==> src/rtl/digilock_pkg.sv <==
// Shared types and constants for the digilock keypad code-entry block.
package digilock_pkg;

  localparam int CODE_W  = 16;
  localparam int DIGIT_W = 4;
  localparam logic [2:0] MAX_DIGITS = 3'd4;

  typedef enum logic [2:0] {
    ST_IDLE,
    ST_CHECK,
    ST_OPEN,
    ST_FAIL,
    ST_LOCKOUT
  } state_t;

  function automatic logic is_bcd(input logic [DIGIT_W-1:0] d);
    return d <= 4'd9;
  endfunction

endpackage

==> src/rtl/digilock_timer.sv <==
// Loadable down-counter; o_done is high during the last counted cycle.
module digilock_timer #(
  parameter int W = 16
) (
  input  logic         clock,
  input  logic         reset_n,
  input  logic         i_load,
  input  logic [W-1:0] i_load_val,
  output logic         o_done
);

  logic [W-1:0] r_cnt;

  always_ff @(posedge clock or negedge reset_n) begin
    if (!reset_n)           r_cnt <= '0;
    else if (i_load)        r_cnt <= i_load_val;
    else if (r_cnt != '0)   r_cnt <= r_cnt - W'(1);
  end

  // Counter reaches zero on the edge that ends this cycle.
  assign o_done = (r_cnt == W'(1));

endmodule

==> src/rtl/digilock_code_entry.sv <==
// Keypad code-entry FSM: collects 4 BCD digits, checks them against an
// external comparator and handles retry counting and timed lockout.
module digilock_code_entry
  import digilock_pkg::*;
#(
  parameter int MAX_TRIES      = 3,
  parameter int LOCKOUT_CYCLES = 16
) (
  input  logic               clock,
  input  logic               reset_n,
  input  logic [DIGIT_W-1:0] digit,
  input  logic               digit_valid,
  input  logic               clear,
  input  logic               enter,
  input  logic               match,
  output logic [CODE_W-1:0]  code,
  output logic               code_valid,
  output logic [2:0]         digit_count,
  output logic               unlocked,
  output logic               error,
  output logic               locked_out
);

  localparam logic [3:0]  TRY_LIMIT = 4'(MAX_TRIES);
  localparam logic [15:0] LOCK_LOAD = 16'(LOCKOUT_CYCLES);

  state_t              r_state, w_state_nxt;
  logic [CODE_W-1:0]   r_code, w_code_nxt;
  logic [2:0]          r_count, w_count_nxt;
  logic [2:0]          r_tries, w_tries_nxt;
  logic                r_err, w_err_nxt;
  logic                w_tmr_load, w_tmr_done;
  logic [3:0]          w_tries_inc;
  logic                w_digit_ok;

  assign w_tries_inc = {1'b0, r_tries} + 4'd1;
  assign w_digit_ok  = digit_valid && is_bcd(digit) && (r_count < MAX_DIGITS);

  digilock_timer #(.W(16)) u_timer (
    .clock      (clock),
    .reset_n    (reset_n),
    .i_load     (w_tmr_load),
    .i_load_val (LOCK_LOAD),
    .o_done     (w_tmr_done)
  );

  always_ff @(posedge clock or negedge reset_n) begin
    if (!reset_n) begin
      r_state <= ST_IDLE;
      r_code  <= '0;
      r_count <= '0;
      r_tries <= '0;
      r_err   <= 1'b0;
    end else begin
      r_state <= w_state_nxt;
      r_code  <= w_code_nxt;
      r_count <= w_count_nxt;
      r_tries <= w_tries_nxt;
      r_err   <= w_err_nxt;
    end
  end

  always_comb begin
    w_state_nxt = r_state;
    w_code_nxt  = r_code;
    w_count_nxt = r_count;
    w_tries_nxt = r_tries;
    w_err_nxt   = 1'b0;
    w_tmr_load  = 1'b0;
    unique case (r_state)
      ST_IDLE: begin
        if (clear) begin
          w_code_nxt  = '0;
          w_count_nxt = '0;
        end else if (enter) begin
          if (r_count == MAX_DIGITS) begin
            w_state_nxt = ST_CHECK;
          end else begin
            w_code_nxt  = '0;
            w_count_nxt = '0;
            // Suppressed when error is already high so it never lasts 2 cycles.
            w_err_nxt   = !r_err;
          end
        end else if (w_digit_ok) begin
          w_code_nxt  = {r_code[CODE_W-DIGIT_W-1:0], digit};
          w_count_nxt = r_count + 3'd1;
        end
      end
      ST_CHECK: begin
        if (match) begin
          w_state_nxt = ST_OPEN;
          w_tries_nxt = '0;
        end else if (w_tries_inc >= TRY_LIMIT) begin
          w_state_nxt = ST_LOCKOUT;
          w_tmr_load  = 1'b1;
          w_code_nxt  = '0;
          w_count_nxt = '0;
        end else begin
          w_state_nxt = ST_FAIL;
          w_tries_nxt = w_tries_inc[2:0];
          w_code_nxt  = '0;
          w_count_nxt = '0;
          w_err_nxt   = 1'b1;
        end
      end
      ST_FAIL: w_state_nxt = ST_IDLE;
      ST_OPEN: begin
        if (clear || enter) begin
          w_state_nxt = ST_IDLE;
          w_code_nxt  = '0;
          w_count_nxt = '0;
        end
      end
      ST_LOCKOUT: begin
        if (w_tmr_done) begin
          w_state_nxt = ST_IDLE;
          w_tries_nxt = '0;
        end
      end
      default: w_state_nxt = ST_IDLE;
    endcase
  end

  assign code        = r_code;
  assign digit_count = r_count;
  assign code_valid  = (r_state == ST_CHECK);
  assign unlocked    = (r_state == ST_OPEN);
  assign locked_out  = (r_state == ST_LOCKOUT);
  assign error       = r_err;

endmodule

==> config.mk <==
export PLATFORM = sky130hd
export DESIGN_NAME = digilock_code_entry
export DESIGN_NICKNAME = d
export VERILOG_FILES = /design/src/rtl/digilock_pkg.sv /design/src/rtl/digilock_timer.sv /design/src/rtl/digilock_code_entry.sv
export SDC_FILE = /design/constraint.sdc
export NUM_CORES = 1
export LEC_CHECK = 0
export CORE_MARGIN = 5
export CORE_UTILIZATION = 40
export CTS_CLUSTER_DIAMETER = 150
export DETAILED_ROUTE_END_ITERATION = 8
export GPL_TIMING_DRIVEN = 0
export MAX_ROUTING_LAYER = met4
export PLACE_DENSITY_LB_ADDON = 0.12
export SLEW_MARGIN = 25
export SYNTH_ARGS = -nofsm -noshare
export SYNTH_HDL_FRONTEND = slang
export SYNTH_SLANG_ARGS = --single-unit
export TNS_END_PERCENT = 5
==> constraint.sdc <==
create_clock -name clock -period 1.7 [get_ports clock]
set_clock_uncertainty 0.05 [all_clocks]
set_input_delay 0.425 -clock clock [delete_from_list [all_inputs] [get_ports clock]]
set_output_delay 0.425 -clock clock [all_outputs]
set_load 0.02 [all_outputs]
==> results.toml <==
[status]
status = "complete, but fails checks"
violations = "setup timing"

[sta]
rsz0062_at_grt = "true"
fmax_mhz = 541
setup_viol = 4
maxSlewHeadroom_pct = 65.7
finalMaxSlewViolations = 0
layout_setup_ws_ps = -147
period_needed_ps = 1850
finalHoldViolCount = 0
fin_crit_sh_pct = 109
worst_pin_slew_ps = 512
setup_tns_ps = -213

[placement]
place_inst = 297
dpl.hpwl_mm = 3.21
place_congestion = 0.789
dpl-instance-area_um2 = 2530
portBuffers = 32

[finish]
fillCellCount = 467
nets = 266
post-route-cell-area_um2 = 2820
drive_gt1_share_pct = 24.0
antenna_cells = 0
synthToLayoutAreaGrowth_pct = 33.9
stdcell_count = 320

[floorplanning]
die_h_um = 82.5
dieArea_um2 = 6810
io_pins = 33
initial_core_util_pct = 41.2
row_count = 26
die_x_um = 82.5
core-area_um2 = 5110

[worst_setup_path]
cpPeakStageDelay_ps = 450
end_kind = "output pin"
critPathBufInv = 2
critPathLaunchType = "flop"
cp.required_ps = 1220
path_delay_family = "flip-flops"
path_max_fanout = 5
worstPathCellList = "or3b_4 -> inv_2 -> buf_6"
path_class = "flop to output pin"
crit_path_top_delay_cell = "dfrtp_2"
arrival_ps = 1370

[grt]
overflow = 0
grt_pass1_vias = 1738
grt_pass1_wl_mm = 8.28
grtUsageTotal_pct = 16.5
antenna_found_initial = 0
grt_max_degree = 30

[yosys]
synth_area_leaders = "dfrtp_1 50%, a22o_1 7.5%, ha_1 4.2%"
synth_warnings = 0
syn_area_um2 = 2100
ys_seq_area_share_pct = 49.9
syn_area_per_cell_um2 = 10.8
yosysMostFrequentCell = "dfrtp_1"
synth_top_area_share_pct = 49.9
synthesis.nets = 211
ys_seq_elements = 42
ys.flop_type = "dfrtp_1"
synth_edf_count = 0
synth_largest_area_cell = "dfrtp_1"
synth_commonest_cells = "42 x dfrtp_1, 20 x nor2_1, 18 x a22o_1, 18 x nand2_1, 9 x inv_1"
synth_cell_type_count = 44
syn-instance-count = 194
async_reset_ff_share_pct = 100

[pwr]
ir_worst_vdd_mv = 0.303
p_leak_nw = 1.28
p_per_area_nw_per_um2 = 638
power.total_mw = 1.80

[routing]
remaining_drc_errors = 0
dr.pass1.iters = 4
wl_mm = 4.85
vias = 1647
postRouteAntennaNets = 0
first_iter_violations = 71
routed_via_density = 5.15
wl_per_cell_um = 15.2

[clock_network]
clkSlewWorstSetupHoldPaths_ps = 80
clk_latency_ps = 300
cts_buffers = 5
cts_tree = "yes"
cts_sinks = 42
cts_max_level = 2
clockRootBuffer = "clkbuf_8"
clock_path_buffers = 2

[run]
cap_violations = 0

[min_path]
hp-class = "primary input to flop"
[cells by family after synthesis]
family          Yosys count  synth area share (%)
compound gates           43                  16.4
xor+xnor                 10                  4.16
fa+ha+maj                 7                  4.16
buf+inv                  14                  3.63
flops                    42                  49.9
mux                       3                  1.49
simple gates             75                  20.3
[metal layers]
metal	up-vias	GRT usage, %	share of wire (%)	wire length (um)
met3	7	4.12	4.4	211
met2	36	25.6	47	2300
met5	-	-	0	0
met1	800	21.0	47	2270
met4	0	5.39	1.4	70
li1	804	-	-	-
[cell type report]
| class | count | area, um2 | area share [%] |
|---|---|---|---|
| tap | 70 | 87.6 | 3.11 |
| timing repair buffer | 48 | 439 | 15.6 |
| inverter | 9 | 33.8 | 1.20 |
| clock inverter | 3 | 21.3 | 0.755 |
| clock buffer | 5 | 68.8 | 2.44 |
| buffer | 5 | 52.6 | 1.87 |
| multi-input combinational | 138 | 1060 | 37.6 |
| sequential | 42 | 1050 | 37.4 |
[placed cells by master, fill, tap and decap left out, drive strengths merged, types with 2 or more instances in the layout]
cell type / count
nor4: 3
clkinv: 2
buf: 23
dfrtp: 42
o211ai: 2
a22o: 18
and2: 2
dlygate4sd2: 22
a21oi: 9
nand3b: 3
mux2i: 2
a31oi: 3
nand3: 8
nand4: 2
o21ai: 4
xor2: 4
clkdlybuf4s50: 4
nand2b: 2
clkbuf: 6
and3: 2
ha: 7
inv: 9
nand4b: 3
nand2: 18
xnor2: 6
nor3: 5
nor2b: 3
nor2: 22
[repair_timing]
| item | 4_1_cts | 5_1_grt |
|---|---|---|
| gates cloned | 1 | 0 |
| hold endpoints to repair | 13 | 0 |
| resized for setup | 59 | 10 |
| endpoints found under the setup margin | 61 | 42 |
| buffers inserted | 9 | 4 |
| hold buffers | 1 | 0 |
| pin swaps | 12 | 4 |
[report_power, final]
group | leakage [nW] | internal (mW) | switching (mW)
sequential | 0.511 | 1.01 | 0.00749
clock | 0.0441 | 0.289 | 0.371
combinational | 0.726 | 0.0560 | 0.0682
total | 1.28 | 1.35 | 0.447
[state kept, by name, summed over array words and instances (netlist names)]
register and cells:
u_timer.r_cnt 16, digit_count 3, code 16, r_tries 3, r_state 3, error 1
[per-stage QoR]
step / util [%] / hold slack (ps) / setup slack (ps)
after global routing: 55.2 / 438 / -172
after floorplan: - / 79.4 / 6.01
after CTS: 54.2 / 459 / -120
after global placement: 49.3 / 443 / -1050
after detailed placement: 49.6 / 307 / -768
final: 55.2 / 443 / -147
[final timing paths]
path                             from                end  slack [ps]  depth (start not counted)
max                        r_state[2]         code_valid        -150                          3
min in group asynchronous     reset_n   u_timer.r_cnt[2]         510                          2
max in group asynchronous     reset_n         r_state[0]         600                          3
min                          digit[1]            code[1]         440                          2
max reg2reg                r_state[2]  u_timer.r_cnt[15]         -30                          6
min reg2reg                  code[13]           code[13]         460                          1
Power figures use the tool's default switching activity.
==> edit 1, RTL diff (same flow settings) <==
Re-encode `state_t` (5 states) as Gray code, 3 bits wide.
--- a/src/rtl/digilock_pkg.sv
+++ b/src/rtl/digilock_pkg.sv
@@ -6,11 +6,11 @@
   localparam logic [2:0] MAX_DIGITS = 3'd4;
 
   typedef enum logic [2:0] {
-    ST_IDLE,
-    ST_CHECK,
-    ST_OPEN,
-    ST_FAIL,
-    ST_LOCKOUT
+    ST_IDLE    = 3'b000,
+    ST_CHECK   = 3'b001,
+    ST_OPEN    = 3'b011,
+    ST_FAIL    = 3'b010,
+    ST_LOCKOUT = 3'b110
   } state_t;
 
   function automatic logic is_bcd(input logic [DIGIT_W-1:0] d);
Function: same outputs for any inputs over 10 cycles, from zero or initial values and one cycle with reset_n low; not proved beyond that.
==> edit 1 against the original RTL <==
- critical path type is now flip-flop to flip-flop
- sequential cell count stayed put
- setup slack got worse by 0.27 ns
- via count rose by 6.1%
- area after synthesis grew 0.89%
- count of clock-buffer cells in the layout up 1
- routed wire length is 4.1% higher
- first-iteration DRC count up 4.2%
- the flow still finishes with violations (setup timing)
- synthesized cell count is 2.6% higher
- design area grew 0.31%
- highest routed layer unchanged
- worst hold slack worse by 0.015 ns
Power is not compared: it rests on default switching activity, and its combinational part moved more than twofold at a synthesized area within 25%.
==> edit 1: results (changes against the original RTL) <==
outcome=finished, violations left; failing checks=setup timing; Crit-path slowest cell=or4_4; final setup margin=-0.419 ns (-0.272 ns); htree depth=2 (unchanged); CLK BUF=6 (+1); Hold WC Path Type=flip-flop to flip-flop; Final GP Congestion=0.792 (+0.37%); Placed Cells=302 (+1.7%); setup TNS=-6.88 ns (-6.66 ns); first-pass GRT wire length=8760 um (+5.7%); Final setup viols=42 (+38); gr usage total=0.159 (-0.00603); Hold EP=error; Area contributors post-synth=dfrtp_1, a22o_1, ha_1; Main synth FF type=dfrtp_1; synth cell count leaders=dfrtp_1, a22o_1, nand2_1, inv_1; drt via density=5.41 (+5.1%); clk cell area share=0.0305 (-0.00143); dpl cell area=2560 sq um (+1.1%); post-route cell area=2830 sq um (+0.31%); critical path class=flip-flop to flip-flop; GRT met2 Usage=0.236 (-0.0203); Netlist cell types=46 (+4.5%); Detailed Place HPWL=3350 um (+4.3%); post-synthesis cell count=199 (+2.6%); routed wl met3=140 um (-34%); bufs w/o clock=54 (+1.9%); sequential area share after synthesis=0.495 (-0.00441); Largest delay share family, worst path=simple AND/OR/NAND/NOR gates; clock-pin transition on the worst setup and hold timing paths=0.08 ns (about the same); multi-input combinational area share=0.385 (+0.00901); vias in the first global route=1816 (+4.5%); min-delay src=error; Final #Nets=269 (+1.1%); hold-critical path depth=1 (-1); CP peak stage delay=0.49 ns (+0.04 ns); met3 global-route usage=0.0386 (-0.00260); R2R Path End=u_timer.r_cnt[5]; layout cell share with drive strength beyond 1=0.261 (+0.0209); Final Non-Filler Cells=323 (+0.94%); inverters=10 (+1); Syn Nets=216 (+2.4%); r2r startpoint=u_timer.r_cnt[0]; met1 wire length=2560 um (+13%); Non-Clock Buffer Area Fraction=0.166 (-0.00807); Hold Slack=0.428 ns (-0.0152 ns); Seq/total area=0.373 (-0.00160)
[edit 1: cell count changes after synthesis, moves of 5 or more]
cell      change
o21ai_0       +6
nand2_1       -5
xnor2_1       -5
clkbuf_1      +7
nor2_1       -11
o21bai_1      +5
or2_2         +5
[edit 1: report_power, final]
part	switching, mW	internal (mW)
clock	0.351	0.290
combinational	0.414	0.419
sequential	0.222	1.18
total	0.987	1.89
[edit 1: kinds of logic after synthesis]
family | count (synthesis) | synth area share
DFF | 42 | 0.495
buffers and inverters | 18 | 0.0354
xor gates and xnor gates | 1 | 0.00413
and+or+nand+nor | 64 | 0.184
muxes | 8 | 0.0389
adders and majority gates | 7 | 0.0412
AOI/OAI and AO/OA | 59 | 0.202
[edit 1: repair_timing]
action / CTS / global route
endpoints found under the setup margin: 63 / 42
endpoints found under the hold margin: 5 / 0
pin swaps: 9 / 1
resized for setup: 68 / 11
buffers inserted: 14 / 0
hold buffers: 1 / 0
gates cloned: 1 / 0
==> edit 2, RTL diff (config.mk and constraints unchanged) <==
Without the edit above. `W` is set to 16 in 2 places; all go to 32.
--- a/src/rtl/digilock_timer.sv
+++ b/src/rtl/digilock_timer.sv
@@ -1,6 +1,6 @@
 // Loadable down-counter; o_done is high during the last counted cycle.
 module digilock_timer #(
-  parameter int W = 16
+  parameter int W = 32
 ) (
   input  logic         clock,
   input  logic         reset_n,
--- a/src/rtl/digilock_code_entry.sv
+++ b/src/rtl/digilock_code_entry.sv
@@ -36,7 +36,7 @@
   assign w_tries_inc = {1'b0, r_tries} + 4'd1;
   assign w_digit_ok  = digit_valid && is_bcd(digit) && (r_count < MAX_DIGITS);
 
-  digilock_timer #(.W(16)) u_timer (
+  digilock_timer #(.W(32)) u_timer (
     .clock      (clock),
     .reset_n    (reset_n),
     .i_load     (w_tmr_load),
Check against the original RTL: same outputs for any inputs over 10 cycles, from zero or initial values and one cycle with reset_n low; that may be too few to reach the edited logic, so the function may still have changed.
==> edit 2 against the original RTL <==
- the flow still finishes with violations (setup timing)
- area after synthesis up 41%
- count of clock-buffer cells in the layout increased by 6
- maximum frequency shrank 24%
- design area is 45% higher
- sequential cell count is 16 higher
- setup slack worse by 0.58 ns
- total power grew 70%
- sequential power is 37% higher
- critical path depth rose by 2
- global-route usage grew 0.67 points
- worst hold slack worse by 0.046 ns
- via count grew 51%
- routed wire length is 48% higher
- utilization up 1.1 points
- critical path type is now flip-flop to flip-flop
- critical endpoint is now u_timer.r_cnt[29]
==> edit 2: results (changes against the original RTL) <==
outcome=finished, violations left; failing checks=setup timing; setup TNS=-18.47 ns (-18.26 ns); Syn Area/Cell=10.6 sq um (-2.3%); GRT met2 Usage=0.256 (-0.000516); power share of the clock group=0.527 (+0.160); Syn Nets=296 (+40%); sequential area share after synthesis=0.489 (-0.0104); clk cell area share=0.0616 (+0.0296); synth cell count leaders=dfrtp_1, nor2_1, a22o_1, a21oi_1, or4_1; htree depth=3 (+1); Power Internal=2.46 mW (+82%); multi-input combinational area share=0.378 (+0.00226); CP peak stage delay=0.56 ns (+0.11 ns); Crit Path Max Fanout=6 (+1); Final setup viols=47 (+43); num sequential=58 (+38%); fillcell total=652 (+40%); Netlist cell types=53 (+20%); CLK BUF=11 (+6); synthesized-area fraction occupied by xor and xnor cells=0.0354 (-0.00620); Initial DRC Count=69 (-2.8%); final setup margin=-0.724 ns (-0.577 ns); register area=1460 sq um (+38%); Area growth syn-to-layout=37.6%; CTS resizes=74 (+25%); Largest delay share family, worst path=simple AND/OR/NAND/NOR gates; max_slew headroom=0.653 (-0.00465); Static Leak=1.70 nW (+33%); largest net degree at the start of global routing=47 (+57%); bufs w/o clock=72 (+36%); routed length per instance=15.9 um (+4.7%); routed wl met3=270 um (+28%); Max VDD drop=0.418 mV (+38%); Crit-path slowest cell=or4_4; Area contributors post-synth=dfrtp_1, a22o_1, or4_1; grt met1 use=0.217 (+0.00688); WP data arrival=2.65 ns (+1.28 ns); Non-Clock Buffer Area Fraction=0.169 (-0.00601)
-- edit 2: changes by cell type in the layout (fill, tap and decap cells not counted), sizes merged, moves of 5 or more --
| cell | change |
|---|---|
| nand2 | -5 |
| nor4 | +5 |
| dfrtp | +16 |
| nor3 | +5 |
| or3 | +10 |
| buf | +14 |
| o21ai | +9 |
| or4 | +16 |
| o31ai | +8 |
| clkbuf | +11 |
| or2 | +5 |
| a21oi | +7 |
| nand2b | +5 |
-- edit 2: final timing paths --
path                                    from                 to  slack (ns)  cells past startpoint
hold reg to reg                     code[15]           code[15]        0.45                      1
hold / removal                         enter         r_state[1]        0.40                      4
max in group asynchronous            reset_n   u_timer.r_cnt[2]        0.68                      3
setup reg to reg           u_timer.r_cnt[24]  u_timer.r_cnt[29]       -0.72                      5
min in group asynchronous            reset_n  u_timer.r_cnt[24]        0.43                      2
setup / recovery           u_timer.r_cnt[24]  u_timer.r_cnt[29]       -0.72                      5
